`src/rtl/store_buffer_unit.sv`:
```
// Store execution unit and in-order store buffer.
// Stores wait here until ROB commit, then drain one per cycle to data memory.
module store_buffer_unit #(
    parameter int DEPTH = 4
) (
    input  logic         clk,
    input  logic         reset,
    input  logic         enable,
    input  logic [104:0] rs2exe,
    output logic         full,
    input  logic         commit,
    input  logic         flush,
    output logic [37:0]  cdb,
    output logic         dmem_write_en,
    output logic [31:0]  dmem_write_addr,
    output logic [31:0]  dmem_write_data,
    output logic [2:0]   dmem_write_width
);

    localparam int AW = $clog2(DEPTH);

    typedef logic [AW:0] ptr_t;

    // [head,cptr) are COMMITTED, [cptr,tail) are PENDING, the rest FREE
    ptr_t head;
    ptr_t cptr;
    ptr_t tail;

    logic [31:0] addr_q  [DEPTH];
    logic [31:0] data_q  [DEPTH];
    logic [2:0]  width_q [DEPTH];

    logic [2:0]  in_width;
    logic [5:0]  in_dest;
    logic [31:0] in_opr1;
    logic [31:0] in_opr2;
    logic [31:0] in_offset;

    logic        accept;
    logic        do_commit;
    logic        do_drain;
    ptr_t        cptr_next;
    ptr_t        count;

    assign in_width  = rs2exe[104:102];
    assign in_dest   = rs2exe[101:96];
    assign in_opr1   = rs2exe[95:64];
    assign in_opr2   = rs2exe[63:32];
    assign in_offset = rs2exe[31:0];

    assign count     = tail - head;
    assign full      = (count == ptr_t'(DEPTH));
    assign accept    = enable && !full && !flush;
    assign do_commit = commit && (cptr != tail);
    assign do_drain  = (head != cptr);
    assign cptr_next = cptr + ptr_t'(do_commit);

    always_ff @(posedge clk or negedge reset) begin
        if (!reset) begin
            head             <= '0;
            cptr             <= '0;
            tail             <= '0;
            cdb              <= '0;
            dmem_write_en    <= 1'b0;
            dmem_write_addr  <= 32'hFFFF_FFFF;
            dmem_write_data  <= '0;
            dmem_write_width <= '0;
            for (int i = 0; i < DEPTH; i++) begin
                addr_q[i]  <= '0;
                data_q[i]  <= '0;
                width_q[i] <= '0;
            end
        end else begin
            cptr <= cptr_next;
            if (flush) begin
                tail <= cptr_next;
            end else if (accept) begin
                addr_q[tail[AW-1:0]]  <= in_opr1 + in_offset;
                data_q[tail[AW-1:0]]  <= in_opr2;
                width_q[tail[AW-1:0]] <= in_width;
                tail                  <= tail + ptr_t'(1);
            end

            cdb <= accept ? {in_dest, 32'b0} : 38'b0;

            if (do_drain) begin
                head             <= head + ptr_t'(1);
                dmem_write_en    <= 1'b1;
                dmem_write_addr  <= addr_q[head[AW-1:0]];
                dmem_write_data  <= data_q[head[AW-1:0]];
                dmem_write_width <= width_q[head[AW-1:0]];
            end else begin
                dmem_write_en    <= 1'b0;
                dmem_write_addr  <= 32'hFFFF_FFFF;
                dmem_write_data  <= '0;
                dmem_write_width <= '0;
            end
        end
    end

endmodule
```
`config.mk`:
```
export PLATFORM = sky130hd
export DESIGN_NAME = store_buffer_unit
export DESIGN_NICKNAME = d
export VERILOG_FILES = /design/src/rtl/store_buffer_unit.sv
export SDC_FILE = /design/constraint.sdc
export NUM_CORES = 1
export LEC_CHECK = 0
export BUFFER_PORTS_ARGS = -buffer_cell sky130_fd_sc_hd__buf_2
export CAP_MARGIN = 20
export CORE_MARGIN = 2
export CORE_UTILIZATION = 55
export CTS_CLUSTER_SIZE = 8
export DETAILED_ROUTE_END_ITERATION = 12
export GPL_ROUTABILITY_DRIVEN = 0
export GPL_TIMING_DRIVEN = 1
export PLACE_DENSITY = 0.73
export SYNTH_ARGS = -nofsm -noshare
export SYNTH_HDL_FRONTEND = slang
export SYNTH_SLANG_ARGS = --single-unit
```
`constraint.sdc`:
```
create_clock -name clk -period 3.65 [get_ports clk]
set_input_delay 0.1825 -clock clk [delete_from_list [all_inputs] [get_ports clk]]
set_output_delay 0.1825 -clock clk [all_outputs]
set_load 0.02 [all_outputs]
```
==> metrics.log <==
INFO  metric detailedPlace.worstSlack = 0.795 ns
INFO  metric die-width = around 180 um
INFO  metric global_route_wire_length_before_repair = around 60,000 um
INFO  metric endpoint_kind = register
INFO  metric finalSetupViolations = 0
INFO  metric synth_edf_count = 0
INFO  metric num_rows = 63
INFO  metric setup.worst_path.class = reg2reg
INFO  metric first_global_vias = between 10,000 and 15,000
INFO  metric cts.htree.levels = 2
INFO  metric drc = 0
INFO  metric grt_most_used_layer = met2
INFO  metric maxCapViolCount = 0
INFO  metric worstSetupStartpointType = register
INFO  metric antenna_violations_before_repair = 0
INFO  metric max_freq = about 0.36 GHz
INFO  metric finalCritPeriodShare = between 70 and 80%
INFO  metric max_rail_drop_vdd = about 0.48 mV
INFO  metric min_period = roughly 2.8 ns
INFO  metric yosysTopAreaCellShare = about 48%
INFO  metric placed_area = between 0.015 and 0.02 mm^2
INFO  metric drt-total-wl = roughly 38,000 um
INFO  metric timing.hold.worst.class = in2reg
INFO  metric routed_via_density = 5.75
INFO  metric grtUsageMet1 = about a third
INFO  metric rsz_0062_raised_after_global_routing = false
INFO  metric syn-cell-area = 0.0167 mm^2
INFO  metric fp.coreArea = between 0.02 and 0.03 mm^2
INFO  metric fin_area = between 0.015 and 0.02 mm^2
INFO  metric final_net_count = approximately 1,700
INFO  metric cts_tree = built
INFO  metric design.die.area = ~0.032 mm^2
INFO  metric timing.critical_path.required = 4.08 ns
INFO  metric synthTopCellsByArea = sky130_fd_sc_hd__dfrtp_1 48%, sky130_fd_sc_hd__mux2_2 9.4%, sky130_fd_sc_hd__mux4_2 9.0%
INFO  metric post_route_setup_slack = 0.844 ns
INFO  metric clk_transition_reported_paths = about 0.050 ns
INFO  metric maxSlewViolCount = 0
INFO  metric final.setup_skew = roughly 0.026 ns
INFO  metric yosys.cell_count.top_type = sky130_fd_sc_hd__dfrtp_1
INFO  metric proportion_of_layout_cells_with_a_drive_suffix_above_1 = between 30% and 40%
INFO  metric root_buffer = sky130_fd_sc_hd__clkbuf_16
INFO  metric yosys.cell_types.count = 71
INFO  metric ctsLongestPathBuffers = 3
INFO  metric synth-async-reset-ratio = 100%
INFO  metric diodes = 0
INFO  metric cts_made_buffers = roughly 50
INFO  metric layout.filler_cells = about 2,200
INFO  metric route.detailed.wl_per_inst = around 19 um
INFO  metric hold_viol = 0
INFO  metric number_of_buffers_inserted_by_port_buffering = roughly 180
INFO  metric pin_count_of_the_biggest_net_entering_global_routing = between 100 and 150
INFO  metric grt_util_met3 = around 4.1%
INFO  metric netlist_top_cells_count = 319 x sky130_fd_sc_hd__dfrtp_1, 140 x sky130_fd_sc_hd__nand2_1, 139 x sky130_fd_sc_hd__mux2_2, 108 x sky130_fd_sc_hd__o21ai_0, 67 x sky130_fd_sc_hd__mux4_2
INFO  metric maxSlewHeadroom = around a quarter
INFO  metric synth.avg_cell_area = around 12 um^2
INFO  metric power.leakage = 0.00893 uW
INFO  metric io_pins = approximately 220
INFO  metric total_track_usage = 24.9%
INFO  metric dp_hpwl = between 20,000 and 25,000 um
INFO  metric overflow = 0
INFO  metric dr.first_iter.drc_count = between 800 and 900
INFO  metric tightestPinTransition = about 1.1 ns
INFO  metric finish.utilization = 66.2%
INFO  metric critical_path_arrival = between 3 and 4 ns
INFO  metric effective_utilization_at_floorplan = 56.1%
INFO  metric cts_num_sinks = roughly 350
INFO  metric yosysWarnings = 0
INFO  metric layout.cells.non_filler = between 1,500 and 2,000
INFO  metric final.setup.tns = 0 ns
INFO  metric vias = roughly 11,000
INFO  metric post-place-cells = roughly 1,900
INFO  metric outcome = complete, no violations
INFO  metric post_synth_inst_count = roughly 1,400
INFO  metric antenna_violating_nets_post_route = 0
INFO  metric post-synth-top-area-cell = sky130_fd_sc_hd__dfrtp_1
INFO  metric worst-path-max-fanout = 33
INFO  metric layout-area-overhead-vs-synth = 17.8%
INFO  metric groute.layer.met2.usage = about two fifths
INFO  metric drt_pass1_iterations = 5
INFO  metric synth_flop_cell = sky130_fd_sc_hd__dfrtp_1
INFO  metric die_y = 178 um
INFO  metric postCtsSetupRepairBufs = 0
INFO  metric flop_and_latch_count_out_of_synthesis = 351
INFO  metric insertion_delay = around 0.56 ns
INFO  metric synth_seq_area_share = between 50% and 60%
INFO  metric power_per_cell_area = just under 900 mW/mm^2
-- flip-flops by register name, summed over array words and instances (netlist names) --
| signal | count |
|---|---|
| data_q | 128 |
| dmem_write_data | 32 |
| dmem_write_addr | 32 |
| dmem_write_en | 1 |
| width_q | 12 |
| head | 3 |
| cdb | 6 |
| tail | 3 |
| cptr | 3 |
| dmem_write_width | 3 |
| addr_q | 128 |
-- critical path: stages, from the launching register on --
cell and delay, ns:
sky130_fd_sc_hd__dfrtp_1 0.43, sky130_fd_sc_hd__inv_1 0.13, sky130_fd_sc_hd__ha_1 0.20, sky130_fd_sc_hd__nor2b_1 0.14, sky130_fd_sc_hd__xnor2_1 0.22, sky130_fd_sc_hd__o211a_1 0.46
sky130_fd_sc_hd__and2_2 0.42, sky130_fd_sc_hd__buf_12 0.29, sky130_fd_sc_hd__mux2_2 0.37
-- cells in the final DEF (no fill, tap or decap), types with 39 or more instances in the layout --
cell type	synthesis	final
sky130_fd_sc_hd__clkbuf_1	34	39
sky130_fd_sc_hd__o21ai_0	108	108
sky130_fd_sc_hd__nand2_1	140	140
sky130_fd_sc_hd__ha_1	40	40
sky130_fd_sc_hd__dfrtp_1	319	317
sky130_fd_sc_hd__mux2_2	139	139
sky130_fd_sc_hd__mux4_2	67	67
sky130_fd_sc_hd__buf_2	43	183
sky130_fd_sc_hd__a21oi_1	47	47
sky130_fd_sc_hd__clkbuf_16	0	49
sky130_fd_sc_hd__dlygate4sd3_1	0	43
-- repair_timing --
| item | CTS | global route |
|---|---|---|
| resized for setup | 0 | 0 |
| endpoints found under the hold margin | 256 | 0 |
| hold buffers | 43 | 0 |
-- stage by stage --
step,power (uW),hold slack [ns]
floorplan,11600,-0.113
global placement,13100,0.343
detailed placement,13300,0.359
CTS,17600,0.0489
global route,18600,0.0688
finish,17500,0.0641
-- cells by family (layout without fill, tap and decap cells) --
family | count (synthesis) | after routing | share of synthesized area [%]
and+or+nand+nor | 332 | 332 | 9.99
xor gates and xnor gates | 33 | 33 | 1.73
DFF | 351 | 351 | 52.8
adders and majority gates | 41 | 41 | 3.11
buffers and inverters | 128 | 349 | 4.10
muxes | 220 | 220 | 19.3
other | 1 | 32 | 0.0224
AOI/OAI and AO/OA | 249 | 249 | 9.01
-- report_power, final --
part / switching, uW / internal [uW] / total, uW
clock network: 1610 / 2520 / 4140
logic: 3160 / 3280 / 6440
registers: 952 / 5950 / 6900
-- cell type report --
cell class | instances | area (um^2) | area share, %
Tap cell | 390 | 488 | 2.48
Clock inverter | 2 | 40.0 | 0.203
Inverter | 9 | 33.8 | 0.171
Clock buffer | 88 | 1370 | 6.96
Timing Repair Buffer | 250 | 1600 | 8.10
Sequential cell | 351 | 8830 | 44.8
Multi-Input combinational cell | 907 | 7350 | 37.3
-- per-layer routing --
layer  part of all wire, %  routed length (um)  up-vias
met5                     0                   0        -
met4                   2.0                 752        0
met3                   6.1                2330       64
met2                    49               18800      397
met1                    43               16500     5774
li1                      -                   -     5249
-- path summary, 6_finish.rpt --
path                       startpoint                   to  slack (ns)  cells after the start
max                           tail[0]           data_q[63]        0.84                      8
min                            commit              cptr[0]        0.06                      3
max reg2reg                   tail[0]           data_q[63]        0.84                      8
min reg2reg                addr_q[89]           addr_q[89]        0.47                      2
max in group asynchronous       reset  dmem_write_addr[28]        2.23                      3
min in group asynchronous       reset          addr_q[102]        0.29                      2
(Power assumes the default switching activity.)
